===== src/rtl/alarm_ringer.sv =====
// Alarm buzzer controller: turns the comparator's match level into one ring event
// with a gated beep, snooze with a repeat limit, a stop key and auto-timeout.
module alarm_ringer #(
  parameter int unsigned CLK_DIV    = 50_000_000,
  parameter int unsigned TONE_DIV   = 12_500,
  parameter int unsigned RING_SEC   = 60,
  parameter int unsigned SNOOZE_SEC = 300,
  parameter int unsigned MAX_SNOOZE = 3
) (
  input  logic clk,
  input  logic rst_n,
  input  logic alarm_en,
  input  logic linerow,
  input  logic key_stop_n,
  input  logic key_snooze_n,
  output logic beep,
  output logic ringing,
  output logic snoozing
);

  localparam int unsigned SEC_MAX = (RING_SEC > SNOOZE_SEC) ? RING_SEC : SNOOZE_SEC;
  localparam int unsigned PW = $clog2(CLK_DIV);
  localparam int unsigned SW = $clog2(SEC_MAX + 1);
  localparam int unsigned TW = $clog2(TONE_DIV + 1);
  localparam int unsigned CW = $clog2(MAX_SNOOZE + 2);

  localparam logic [PW-1:0] PRESC_LAST  = PW'(CLK_DIV - 1);
  localparam logic [PW-1:0] BEEP_HALF   = PW'(CLK_DIV / 2);
  localparam logic [SW-1:0] RING_LAST   = SW'(RING_SEC - 1);
  localparam logic [SW-1:0] SNOOZE_LAST = SW'(SNOOZE_SEC - 1);
  localparam logic [TW-1:0] TONE_LAST   = TW'(TONE_DIV - 1);
  localparam logic [CW-1:0] SNZ_LIMIT   = CW'(MAX_SNOOZE);

  typedef enum logic [1:0] {S_IDLE, S_RING, S_SNOOZE, S_DONE} state_t;

  state_t          r_state, w_nxt;
  logic [PW-1:0]   r_presc, w_presc_nxt;
  logic [SW-1:0]   r_sec, w_sec_nxt;
  logic [TW-1:0]   r_tone_cnt, w_tone_cnt_nxt;
  logic            r_tone, w_tone_nxt;
  logic [CW-1:0]   r_snz_cnt, w_snz_cnt_nxt;
  logic            r_linerow_d;
  logic            r_stop_s1, r_stop_s2, r_stop_prev;
  logic            r_snz_s1, r_snz_s2, r_snz_prev;
  logic            r_beep, r_ringing, r_snoozing;
  logic            w_hit, w_stop, w_snz, w_tick, w_ring_to, w_snz_to, w_enter, w_beep_nxt;

  always_comb begin
    w_hit     = linerow & ~r_linerow_d;
    w_stop    = r_stop_prev & ~r_stop_s2;
    w_snz     = r_snz_prev & ~r_snz_s2;
    w_tick    = (r_presc == PRESC_LAST);
    w_ring_to = w_tick && (r_sec == RING_LAST);
    w_snz_to  = w_tick && (r_sec == SNOOZE_LAST);

    w_nxt         = r_state;
    w_snz_cnt_nxt = r_snz_cnt;
    case (r_state)
      S_IDLE: begin
        if (w_hit) begin
          w_nxt         = S_RING;
          w_snz_cnt_nxt = '0;
        end
      end
      S_RING: begin
        if (w_stop) begin
          w_nxt = S_DONE;
        end else if (w_snz && (r_snz_cnt < SNZ_LIMIT)) begin
          w_nxt         = S_SNOOZE;
          w_snz_cnt_nxt = r_snz_cnt + 1'b1;
        end else if (w_ring_to) begin
          w_nxt = S_DONE;
        end
      end
      S_SNOOZE: begin
        if (w_stop)        w_nxt = S_DONE;
        else if (w_snz_to) w_nxt = S_RING;
      end
      S_DONE: begin
        if (!linerow) w_nxt = S_IDLE;
      end
      default: w_nxt = S_IDLE;
    endcase
    if (!alarm_en) w_nxt = S_IDLE;

    // Timebase restarts on every state change so each phase has an exact length.
    w_enter = (w_nxt != r_state);
    if (w_enter) begin
      w_presc_nxt = '0;
      w_sec_nxt   = '0;
    end else if (w_tick) begin
      w_presc_nxt = '0;
      w_sec_nxt   = ((r_state == S_RING) || (r_state == S_SNOOZE)) ? r_sec + 1'b1 : r_sec;
    end else begin
      w_presc_nxt = r_presc + 1'b1;
      w_sec_nxt   = r_sec;
    end

    if ((r_state == S_RING) && (w_nxt == S_RING)) begin
      if (r_tone_cnt == TONE_LAST) begin
        w_tone_cnt_nxt = '0;
        w_tone_nxt     = ~r_tone;
      end else begin
        w_tone_cnt_nxt = r_tone_cnt + 1'b1;
        w_tone_nxt     = r_tone;
      end
    end else begin
      w_tone_cnt_nxt = '0;
      w_tone_nxt     = 1'b0;
    end

    // Beep is registered from next-state values, equal to RING & tone & first half-second.
    w_beep_nxt = (w_nxt == S_RING) && w_tone_nxt && (w_presc_nxt < BEEP_HALF);
  end

  always_ff @(posedge clk or negedge rst_n) begin
    if (!rst_n) begin
      r_state     <= S_IDLE;
      r_presc     <= '0;
      r_sec       <= '0;
      r_tone_cnt  <= '0;
      r_tone      <= 1'b0;
      r_snz_cnt   <= '0;
      r_linerow_d <= 1'b1;
      r_stop_s1   <= 1'b1;
      r_stop_s2   <= 1'b1;
      r_stop_prev <= 1'b1;
      r_snz_s1    <= 1'b1;
      r_snz_s2    <= 1'b1;
      r_snz_prev  <= 1'b1;
      r_beep      <= 1'b0;
      r_ringing   <= 1'b0;
      r_snoozing  <= 1'b0;
    end else begin
      r_state     <= w_nxt;
      r_presc     <= w_presc_nxt;
      r_sec       <= w_sec_nxt;
      r_tone_cnt  <= w_tone_cnt_nxt;
      r_tone      <= w_tone_nxt;
      r_snz_cnt   <= w_snz_cnt_nxt;
      r_linerow_d <= linerow;
      r_stop_s1   <= key_stop_n;
      r_stop_s2   <= r_stop_s1;
      r_stop_prev <= r_stop_s2;
      r_snz_s1    <= key_snooze_n;
      r_snz_s2    <= r_snz_s1;
      r_snz_prev  <= r_snz_s2;
      r_beep      <= w_beep_nxt;
      r_ringing   <= (w_nxt == S_RING);
      r_snoozing  <= (w_nxt == S_SNOOZE);
    end
  end

  assign beep     = r_beep;
  assign ringing  = r_ringing;
  assign snoozing = r_snoozing;

endmodule


===== config.mk =====
export PLATFORM = sky130hd
export DESIGN_NAME = alarm_ringer
export DESIGN_NICKNAME = d
export VERILOG_FILES = /design/src/rtl/alarm_ringer.sv
export SDC_FILE = /design/constraint.sdc
export NUM_CORES = 1
export LEC_CHECK = 0
export ABC_CLOCK_PERIOD_IN_PS = 4600
export BUFFER_PORTS_ARGS = -buffer_cell sky130_fd_sc_hd__buf_2
export CAP_MARGIN = 20
export CORE_ASPECT_RATIO = 1.4
export CORE_MARGIN = 2
export CORE_UTILIZATION = 50
export CTS_CLUSTER_SIZE = 20
export DETAILED_ROUTE_END_ITERATION = 16
export PLACE_DENSITY = 0.66
export SLEW_MARGIN = 20
export SYNTH_ARGS = -nofsm -noshare
export SYNTH_HDL_FRONTEND = slang
export SYNTH_SLANG_ARGS = --single-unit

===== constraint.sdc =====
create_clock -name clk -period 4.6 [get_ports clk]
set_input_delay 0.23 -clock clk [delete_from_list [all_inputs] [get_ports clk]]
set_output_delay 0.23 -clock clk [all_outputs]
set_load 0.01 [all_outputs]

# Yosys cells after proc, flatten, opt, wreduce, memory -nomap -nowiden
# Cells that the tools add are included.
# word_totals
ramBits,0
elab_cells,77
n_memories,0
inputBits,6
rom_bits,0
register_bits,65
latch_bits,0
# op_classes
multipliers,0
n_div,0
n_reduce_logical,13
order_cmp,2
shift,0
eq_ne,13
muxes,22
add_sub_neg,4
n_bitwise,7
# ops
cell,n
$mux 26,2
$mux 14,2
$mux 9,3
$add 26x1->26 const B,1
$eq 26x26->1 const B,1
$lt 26x25->1 const B,1
$mux 2,8
$add 14x1->14 const B,1
$eq 14x14->1 const B,1
$add 9x1->9 const B,1
$eq 9x6->1 const B,1
$eq 9x9->1 const B,1
$mux 3,3
$pmux 2 s4,1
$eq 2x2->1 const B,3
$logic_and 1x1->1,6
$ne 2x2->1 const B,3
$pmux 3 s2,1
$reduce_bool 2->1,3
$eq 2x1->1 const B,2
$not 1->1,4
$reduce_and 4->1,1
$add 3x1->3 const B,1
$and 1x1->1,3
other kinds (6),7

# Depth between registers and ports, before layout
# Gate-level depths: netlist of the first run.
# depth
ltp_word,12
depth_mapped,12

# Worst setup path before layout of the first run
# OpenSTA, ideal clock, no wires.
# synth_path
path_type,register -> register
start,reg r_presc[0]
end,reg r_tone_cnt[6]
setup_ns,0.071
slack_ns,1.846
stages_incl_launch_ff,11
synth_period_minus_slack_ns,2.754
arrival_time_ns,2.683
path_buffers,2
path_cell_list,dfrtp_1 > ha_1 > nand4_2 > nor4_4 > nand4_2 > a2111oi_4 > o21ai_2 > or3b_1 > buf_2 > buf_6 > nor2_1
# synth_between
elab_chain_len,10
# synth_lines
item,line_no,source
"start, declared",37,"logic [PW-1:0] r_presc, w_presc_nxt;"
"start signal, assigned",136,r_presc <= w_presc_nxt;
$eq 26x26->1 (*),52,w_tick = (r_presc == PRESC_LAST);
$logic_and 1x1->1,53,w_ring_to = w_tick && (r_sec == RING_LAST);
$mux 2,71,end else if (w_ring_to) begin
$mux 2,68,end else if (w_snz && (r_snz_cnt < SNZ_LIMIT)) begin
$mux 2,66,if (w_stop) begin
$pmux 2 s4 (*),58,case (r_state)
$mux 2 (*),84,if (!alarm_en) w_nxt = S_IDLE;
$eq 2x1->1 (*),99,if ((r_state == S_RING) && (w_nxt == S_RING)) begin
$logic_and 1x1->1 (*),99,
$mux 14 (*),99,
named net w_tone_cnt_nxt[6],39,"logic [TW-1:0] r_tone_cnt, w_tone_cnt_nxt;"
"end signal, assigned",138,r_tone_cnt <= w_tone_cnt_nxt;
"end, declared",39,
# The timed path passes the listed nets; every way through them passes the cells marked *.
# A chain may end at the register's enable or synchronous reset.

# Worst setup path in the final report of the first run
# layout_path
start,reg r_presc[0]
end,reg r_presc[7]
# layout_between
elab_chain_len,9
# layout_lines
item,line_no,source
$eq 26x26->1,52,
$logic_and 1x1->1,53,
$mux 2,71,
$mux 2,68,
$mux 2,66,
$pmux 2 s4,58,
$mux 2,84,
$ne 2x2->1,87,w_enter = (w_nxt != r_state);
$mux 26 (*),88,if (w_enter) begin
named net w_presc_nxt[7],37,
# Marks and branches as above.

==> results.tsv, run 1 <==
stage	metric	value	unit
global_routing	grt.overflow.total	0	
sta	clock_skew	0.00592	ns
synth	synth.largest_area_cell	dfrtp_1	
clocking	cts-resized-gates	0	
die	ios	9	
sta	hold_ws	0.0608	ns
sta	drv_slew	0	
global_routing	grt_first_pass_wirelength	11400	µm
synth	syn_avg_cell_area	9.49	µm²
final_layout	layout-drive-gt1-share	0.111	
final_layout	final_nets	398	
synth	synth_seq_cells	65	
synth	async_reset_ff_frac	1.00	
sta	rsz0062_at_grt	false	
worst_setup_path	worstSetupStartpointType	flop	
clocking	cts_tree	built	
synth	synth-seq-area-share	0.466	
power	power_density	400	mW/mm²
worst_setup_path	path_delay_family	simple AND/OR/NAND/NOR gates	
synth	ys.flop_type	dfrtp_1	
final_layout	stdcell_count	484	
die	start_util	0.510	
clocking	clockBufferDepth	2	
global_routing	grt_usage	0.193	
synth	syn_area	0.00351	mm²
drt	finalWirelength	6810	µm
worst_setup_path	critPathCaptureType	flop	
drt	wl_met1	3090	µm
worst_setup_path	r2r-start	r_presc[0]	
worst_setup_path	crit_top_cell	nand4_2	
clocking	cts_sinks	65	
sta	fin_crit_sh	0.716	
clocking	clk_latency	0.34	ns
global_routing	grt_pass1_vias	2494	
synth	syn_inst	370	
synth	ys_top_cells_by_count	nor2_1, dfrtp_1, nand2_1, nand3_1, xor2_1	
global_routing	grt_max_degree	66	
drt	wl_met2	3440	µm
sta	worst_slew_pin_slew	0.940	ns
worst_setup_path	cpPeakStageDelay	0.67	ns
flow_run	max_cap_violations	0	
synth	synth_top_area_frac	0.413	
die	die-area	0.00772	mm²
placed_design	dpl.cell_count	465	
die	die_w	74.8	µm
synth	post-synth-top-count-cell	nor2_1	
final_layout	area_growth	10.9	%
synth	synthDistinctLibCells	54	
clocking	cts_htree_levels	3	
sta	setup_viol	0	
final_layout	seq_area	0.00164	mm²
clocking	root_buffer	clkbuf_8	
drt	antenna_left	0	
placed_design	hpwlAfterDp	4740	µm
worst_setup_path	crit_start	r_presc[0]	
sta	hold_viol_final	0	
final_layout	n_antenna_cell	0	
drt	drtPass1Iterations	4	
drt	drcViolationCount	0	
die	core_area	0.00689	mm²
drt	top_layer	met4	
power	power_leakage	1.67	nW
clocking	cts_made_buffers	9	
worst_setup_path	cp_slowest_cell	nand3_1	
worst_setup_path	worst_ep_arrival_time	3.54	ns
synth	synthTopCellsByArea	dfrtp_1, nor2_1, xor2_1	
placed_design	port-buffer-count	8	
worst_setup_path	crit_type	reg -> reg	
worst_setup_path	cp_max_fo	23	
die	die_h	103	µm
status	outcome	completed	
sta	max_freq	304	MHz
sta	setup_tns	0	ns
die	rows	36	
synth	synth_edf_count	0	
sta	fin_crit	3.29	ns
power	peakVddDrop	0.000244	V
worst_setup_path	crit_required	4.85	ns
drt	vias_per_cell	5.47	
worst_setup_path	worstPathCellList	ha_1, nand4_2, nor4_4, nand4_2, a211oi_1, o32a_1, nand3_1, nor2_1	
worst_setup_path	path_buf_inv	0	
sta	slew_headroom	0.371	
drt	drt_iter0_drc	93	
synth	ys_warn_count	0	
drt	wl_per_cell	14.1	µm
global_routing	antenna_found_initial	0	
synth	synth_nets	384	
final_layout	multi_input_area	0.00179	mm²
final_layout	fill_cells	639	
clocking	path_clk_slew	0.07	ns
drt	wl_met3	191	µm
drt	vias	2648	
placed_design	gp_congestion	0.830	
min_path	hp-class	in -> async	
[layout make-up]
class                           count  share of cell area
Clock inverter                      5              0.0199
Clock buffer                       11              0.0389
Sequential cell                    65               0.420
Multi-Input combinational cell    285               0.460
Tap cell                           95              0.0305
Timing Repair Buffer               12              0.0199
Inverter                           11              0.0106
[sequential cells by signal, indices dropped and copies added (netlist names), 2 cells and up]
register	flops
r_presc	26
r_state	2
r_sec	9
r_tone_cnt	14
r_snz_cnt	3
[layer usage]
metal,track usage,vias to the layer above
met3,0.0499,7
met4,0.0673,0
met2,0.332,35
met5,0,-
li1,-,1322
met1,0.230,1284
[worst reg2reg max path, stage by stage (launching register included)]
cell and delay (ns):
dfrtp_1 0.40, ha_1 0.26, nand4_2 0.29, nor4_4 0.50, nand4_2 0.20, a211oi_1 0.36, o32a_1 0.23, nand3_1 0.67
nor2_1 0.31
[logic make-up (layout without fill, tap and decap cells)]
group / after synthesis / count (layout) / synth area share
xor+xnor: 44 / 44 / 0.110
mux: 5 / 5 / 0.0146
compound gates: 37 / 37 / 0.0780
fa+ha+maj: 8 / 8 / 0.0285
buf+inv: 20 / 39 / 0.0239
simple gates: 191 / 191 / 0.280
flops: 65 / 65 / 0.466
[path summary, 6_finish.rpt]
| path | slack [ns] | cells after the start | to |
|---|---|---|---|
| worst max-delay path | 1.31 | 8 | r_presc[7] |
| worst min-delay path | 0.06 | 2 | r_snz_cnt[1] |
| worst max register to register | 1.31 | 8 | r_presc[7] |
| worst min register to register | 0.36 | 0 | r_stop_s2 |
| max in group asynchronous | 4.04 | 2 | r_presc[1] |
| min in group clk | 0.24 | 3 | r_state[1] |
[placed cells by master, fill, tap and decap left out, drive strengths merged, types with 4 or more instances in the layout]
master and n:
o21ai 4, dfrtp 58, nor2b 6, inv 11
xor2 25, and3 8, nand4 13, nand3 25
mux2i 4, and4 5, ha 8, nor3 8
a21oi 12, nor4 6, nor2 66, buf 9
xnor2 19, clkbuf 11, nand2 34, dfstp 7
[metrics by stage]
| step | area (µm²) | worst slack [ns] | total power, mW | utilization |
|---|---|---|---|---|
| after floorplan | 3510 | 1.85 | 0.921 | - |
| after global placement | 3640 | 1.49 | 1.01 | 0.528 |
| after detailed placement | 3640 | 1.31 | 1.01 | 0.528 |
| after CTS | 3880 | 1.28 | 1.57 | 0.564 |
| after global routing | 3890 | 0.924 | 1.65 | 0.565 |
| final | 3890 | 1.31 | 1.56 | 0.565 |
[power breakdown]
group          internal (mW)  switching, mW  total [mW]
clock                  0.333          0.220       0.552
sequential             0.613         0.0411       0.654
combinational          0.103          0.247       0.350
total                   1.05          0.508        1.56
[repair_timing]
action	CTS	global route
buffers inserted	0	0
endpoints found under the hold margin	2	1
hold buffers	2	1
No activity file was read; power rests on OpenSTA's default activity.
==> inputs of run 2 (changes only) <==
ABC_CLOCK_PERIOD_IN_PS = 3000   (was 4600)
PLACE_DENSITY = 0.69   (was 0.66)
clock period = 3 ns   (was 4.6 ns; I/O delays follow)
==> run 2 against run 1 <==
Net effect: cell area increased by 1.3%; critical path depth grew 1; worst setup slack worse by 1.1 ns; die area did not move; maximum frequency rose by 19%; wire length is 1.0% higher; final cell count up 2.1%; clock skew grew 0.0060 ns; sequential power grew 53%; clock power grew 33%; non-clock buffer count grew 10; highest routed layer unchanged.
==> results.tsv, run 2 (synthesized netlist as in run 1, its figures left out) <==
stage	metric	value	unit
power	power_leakage	1.70	nW
sta	rsz0062_at_grt	false	
worst_setup_path	worstSetupStartpointType	flop	
die	ios	9	
die	rows	36	
power	power_density	584	mW/mm²
power	p_sw_frac	0.335	
clocking	cts_tree	built	
sta	hold_viol_final	0	
power	seq_power_share	0.435	
worst_setup_path	reg2regPathDepth	9	
flow_run	max_cap_violations	0	
worst_setup_path	path_buf_inv	1	
worst_setup_path	cp_slowest_cell	or4_1	
sta	setup_tns	0	ns
sta	timing.final.ws_setup	0.243	ns
sta	drv_slew	0	
final_layout	area_growth	12.4	%
sta	max_freq	363	MHz
drt	finalWirelength	6880	µm
power	peakVddDrop	0.000386	V
clocking	path_clk_slew	0.07	ns
global_routing	grt_max_degree	66	
clocking	root_buffer	clkbuf_8	
power	p_total	2.31	mW
sta	slew_headroom	0.466	
clocking	cts_htree_levels	3	
sta	setup_viol	0	
worst_setup_path	cp_max_fo	8	
worst_setup_path	r2r-end	beep	
die	die-area	0.00772	mm²
placed_design	hpwlAfterDp	4860	µm
global_routing	antenna_found_initial	0	
min_path	worstHoldStart	alarm_en	
final_layout	layout-drive-gt1-share	0.133	
drt	vias	2721	
global_routing	grt.overflow.total	0	
final_layout	n_antenna_cell	0	
die	start_util	0.510	
final_layout	stdcell_count	494	
placed_design	postPlaceCellArea	0.00370	mm²
min_path	hold_path_depth	3	
final_layout	fill_cells	616	
sta	clock_skew	0.0119	ns
die	die_w	74.8	µm
final_layout	final_common_cell	nor2_1	
min_path	whs_endpoint	r_state[1]	
drt	vias_per_cell	5.51	
final_layout	reg.largest.list	r_presc x26, r_tone_cnt x14, r_sec x9	
final_layout	utilization	0.573	
drt	drtPass1Iterations	4	
power	p_comb_frac	0.247	
clocking	clockBufferDepth	2	
drt	wl_per_cell	13.9	µm
final_layout	final_nets	408	
worst_setup_path	worstPathCellList	ha_1, nand4_2, buf_4, or4_1, nor3_2, xor2_1, a221o_1, a311oi_1, a22o_1	
drt	drt_iter0_drc	112	
power	p_int	1.53	mW
worst_setup_path	crit_required	3.30	ns
die	die_h	103	µm
worst_setup_path	r2r-start	r_presc[0]	
power	pwr-share-clk	0.318	
final_layout	seq_area	0.00164	mm²
final_layout	largest_register_ffs	26	
sta	hold_ws	0.120	ns
drt	drcViolationCount	0	
final_layout	multi_input_area	0.00180	mm²
worst_setup_path	path_delay_family	simple AND/OR/NAND/NOR gates	
clocking	clk_latency	0.36	ns
placed_design	gp_congestion	0.834	
final_layout	layout.cells.most_common_list	nor2_1, dfrtp_1, nand2_1	
global_routing	grt_pass1_vias	2666	
clocking	cts_sinks	65	
global_routing	grt_usage	0.203	
die	core_area	0.00689	mm²
worst_setup_path	critPathCaptureType	flop	
global_routing	grt_first_pass_wirelength	11700	µm
sta	fin_crit_sh	0.919	
worst_setup_path	rrSetupSlack	0.24	ns
sta	fin_crit	2.76	ns
placed_design	port-buffer-count	8	
clocking	postCtsSetupBuffers	0	
final_layout	largest_register	r_presc	
worst_setup_path	worst_ep_arrival_time	3.06	ns
power	p_switching	0.772	mW
drt	antenna_left	0	
worst_setup_path	cpPeakStageDelay	0.61	ns
final_layout	design_area	0.00395	mm²
worst_setup_path	crit_type	reg -> reg	
clocking	cts_made_buffers	9	
placed_design	preCtsSetupSlack	0.135	ns
placed_design	dpl.cell_count	474	
sta	worst_slew_pin_slew	0.800	ns
min_path	hp-class	in -> reg	
status	outcome	completed	
## run 2: cell count changes in the layout (fill, tap and decap cells not counted), sizes merged
cell	delta
clkinvlp	+1
dlygate4sd3	+1
bufinv	-1
buf	+9
## run 2: worst reg2reg max path, stage by stage (launching register included)
cell and delay, ns:
dfrtp_1 0.40, ha_1 0.25, nand4_2 0.16, buf_4 0.20, or4_1 0.61, nor3_2 0.21
xor2_1 0.11, a221o_1 0.36, a311oi_1 0.27, a22o_1 0.15
## run 2: repair_timing
item	4_1_cts	5_1_grt
setup endpoints to repair	0	2
hold endpoints to repair	40	0
hold buffers	4	0
gates resized for setup	0	2
## run 2: how the worst max path moves through the flow
stage               start             end  cells after the start
6_report       r_presc[0]            beep                      9
5_1_grt        r_presc[0]            beep                      9
2_1_floorplan  r_presc[0]   r_tone_cnt[6]                     10
3_5_place_dp   r_presc[7]  r_tone_cnt[12]                      7
4_1_cts        r_presc[7]  r_tone_cnt[12]                      7
3_3_place_gp   r_presc[7]  r_tone_cnt[13]                      7
## run 2: cell type report
class | count | area share
Timing Repair Buffer | 22 | 0.0393
Clock buffer | 11 | 0.0358
Sequential cell | 65 | 0.414
Clock inverter | 5 | 0.0139
Tap cell | 95 | 0.0301
Inverter | 11 | 0.0105
Multi-Input combinational cell | 285 | 0.456
## run 2: power by group through the flow
stage | Sequential [mW] | Combinational [mW] | Clock, mW
floorplan | 1.01 | 0.401 | 0
global placement | 1.02 | 0.566 | 0
detailed placement | 1.02 | 0.562 | 0
CTS | 1.00 | 0.573 | 0.767
global route | 1.01 | 0.643 | 0.809
finish | 1.00 | 0.569 | 0.734
## run 2: layer usage
| layer | vias up | GRT usage | part of all wire |
|---|---|---|---|
| met1 | 1313 | 0.212 | 0.40 |
| met2 | 44 | 0.361 | 0.53 |
| met4 | 0 | 0.106 | 0.027 |
| met5 | - | 0 | 0 |
| met3 | 19 | 0.0596 | 0.036 |
| li1 | 1345 | - | - |
==> inputs of run 3 (changes only) <==
CELL_PAD_IN_SITES_DETAIL_PLACEMENT = 1   (was default)
CELL_PAD_IN_SITES_GLOBAL_PLACEMENT = 2   (was default)
CORE_UTILIZATION = 36   (was 50)
PLACE_DENSITY = default   (was 0.69)
PLACE_DENSITY_LB_ADDON = 0.1   (was default)
==> run 3 against run 2 <==
Net effect: non-clock buffer count grew 5; combinational power grew 12%; final cell count grew 4.0%; wire length grew 25%; total power grew 16%; die area grew 37%; worst setup slack lost 0.082 ns; critical path depth shrank 2; critical endpoint is now r_tone_cnt[3]; register-to-register slack lost 0.08 ns; largest power group is now clock.
==> results.tsv, run 3 (synthesized netlist as in run 1, its figures left out) <==
stage	metric	value	unit
status	outcome	completed	
die	ios	9	
sta	setup_viol	0	
global_routing	grt-busiest-layer	met2	
global_routing	grt_usage	0.182	
placed_design	gp_congestion	0.779	
global_routing	met2_usage	0.329	
placed_design	port-buffer-count	8	
worst_setup_path	worst_ep_arrival_time	3.09	ns
power	power_leakage	1.78	nW
drt	finalWirelength	8630	µm
global_routing	use_met3	0.0374	
sta	fin_crit	2.84	ns
drt	wl_per_cell	16.8	µm
placed_design	hpwlAfterDp	6170	µm
sta	hold_viol_final	0	
drt	vias	2755	
sta	worst_slew_pin_slew	0.840	ns
final_layout	n_antenna_cell	0	
clocking	clockBufferDepth	2	
power	p_total	2.68	mW
clocking	cts_sinks	65	
clocking	cts_made_buffers	9	
die	core_area	0.00946	mm²
worst_setup_path	cp_max_fo	14	
sta	drv_slew	0	
drt	drcViolationCount	0	
min_path	hp-class	in -> async	
die	start_util	0.371	
power	peakVddDrop	0.000329	V
drt	drtPass1Iterations	4	
die	die_w	87.5	µm
die	rows	42	
final_layout	layout-drive-gt1-share	0.144	
placed_design	preCtsSetupSlack	0.0159	ns
clocking	root_buffer	clkbuf_16	
sta	clock_skew	0.00674	ns
worst_setup_path	crit_required	3.25	ns
final_layout	utilization	0.435	
die	die-area	0.0106	mm²
final_layout	fill_cells	1080	
final_layout	final_common_cell	nor2_1	
worst_setup_path	worstSetupStartpointType	flop	
clocking	clk_latency	0.33	ns
drt	drt_iter0_drc	80	
sta	slew_headroom	0.440	
global_routing	antenna_found_initial	0	
global_routing	grt_pass1_vias	2970	
drt	antenna_left	0	
final_layout	reg.largest.list	r_presc x26, r_tone_cnt x14, r_sec x9	
power	power_density	653	mW/mm²
final_layout	multi_input_area	0.00180	mm²
final_layout	final_nets	413	
sta	max_freq	352	MHz
clocking	cts_htree_levels	3	
clocking	path_clk_slew	0.06	ns
final_layout	largest_register_ffs	26	
global_routing	grt.overflow.total	0	
flow_run	max_cap_violations	0	
sta	setup_tns	0	ns
clocking	cts_tree	built	
worst_setup_path	critPathCaptureType	flop	
final_layout	largest_register	r_presc	
global_routing	grt_first_pass_wirelength	14800	µm
sta	fin_crit_sh	0.946	
final_layout	seq_area	0.00164	mm²
drt	vias_per_cell	5.36	
die	die_h	121	µm
sta	timing.final.ws_setup	0.161	ns
worst_setup_path	crit_type	reg -> reg	
final_layout	layout.cells.most_common_list	nor2_1, dfrtp_1, nand2_1	
global_routing	use_met1	0.206	
sta	rsz0062_at_grt	true	
global_routing	grt_max_degree	66	
final_layout	area_growth	17.0	%
[run 3: cell types whose count changed in the layout (fill, tap and decap cells not counted)]
cell | before | now
buf_12 | 0 | 1
buf_4 | 10 | 15
clkbuf_1 | 1 | 3
clkbuf_16 | 0 | 9
clkbuf_8 | 10 | 1
clkinvlp_4 | 2 | 0
dlygate4sd3_1 | 4 | 3
ha_1 | 8 | 7
ha_2 | 0 | 1
[run 3: critical path, stage by stage, from the launching register on]
cell       delay, ns
dfrtp_1         0.41
or4_4           0.58
nor4_4          0.28
nand4_2         0.20
a2111oi_4       0.46
o21ai_2         0.14
or3b_4          0.50
nor2_1          0.18
[run 3: timing repair]
action,4_1_cts,5_1_grt
pin swaps,0,0
setup buffers,0,0
endpoints found under the setup margin,2,7
hold buffers,3,0
endpoints found under the hold margin,3,0
resized for setup,1,2
[run 3: worst paths after layout]
path / from / end / slack, ns / depth (start not counted)
worst min register to register: r_snz_s1 / r_snz_s2 / 0.36 / 0
max in group asynchronous: rst_n / r_presc[25] / 2.45 / 2
worst min-delay path: rst_n / r_sec[4] / 0.01 / 2
worst max-delay path: r_presc[7] / r_tone_cnt[3] / 0.16 / 7
min in group clk: alarm_en / r_state[1] / 0.17 / 3
worst max register to register: r_presc[7] / r_tone_cnt[3] / 0.16 / 7
[run 3: per-layer routing]
metal / wire (µm) / vias up
met3: 178 / 13
li1: - / 1352
met2: 4630 / 26
met1: 3650 / 1364
met5: 0 / -
met4: 170 / 0
[run 3: power by group]
group | internal, mW | switching [mW]
clock | 0.663 | 0.375
sequential | 0.941 | 0.0674
combinational | 0.229 | 0.408
total | 1.83 | 0.851
[run 3: through the flow]
stage,cell area (µm²),std cells,hold WS (ns)
4_1_cts,4100,514,0.0487
3_5_place_dp,3780,495,0.259
6_report,4110,514,0.0102
3_3_place_gp,3780,495,0.260
5_1_grt,4110,514,0.0883
2_1_floorplan,3510,370,-0.146
[run 3: cell type report]
type | count | share of cell area
Timing Repair Buffer | 27 | 0.0493
Clock buffer | 13 | 0.0609
Multi-Input combinational cell | 285 | 0.439
Inverter | 11 | 0.0100
Sequential cell | 65 | 0.398
Tap cell | 110 | 0.0335
Clock inverter | 3 | 0.00974
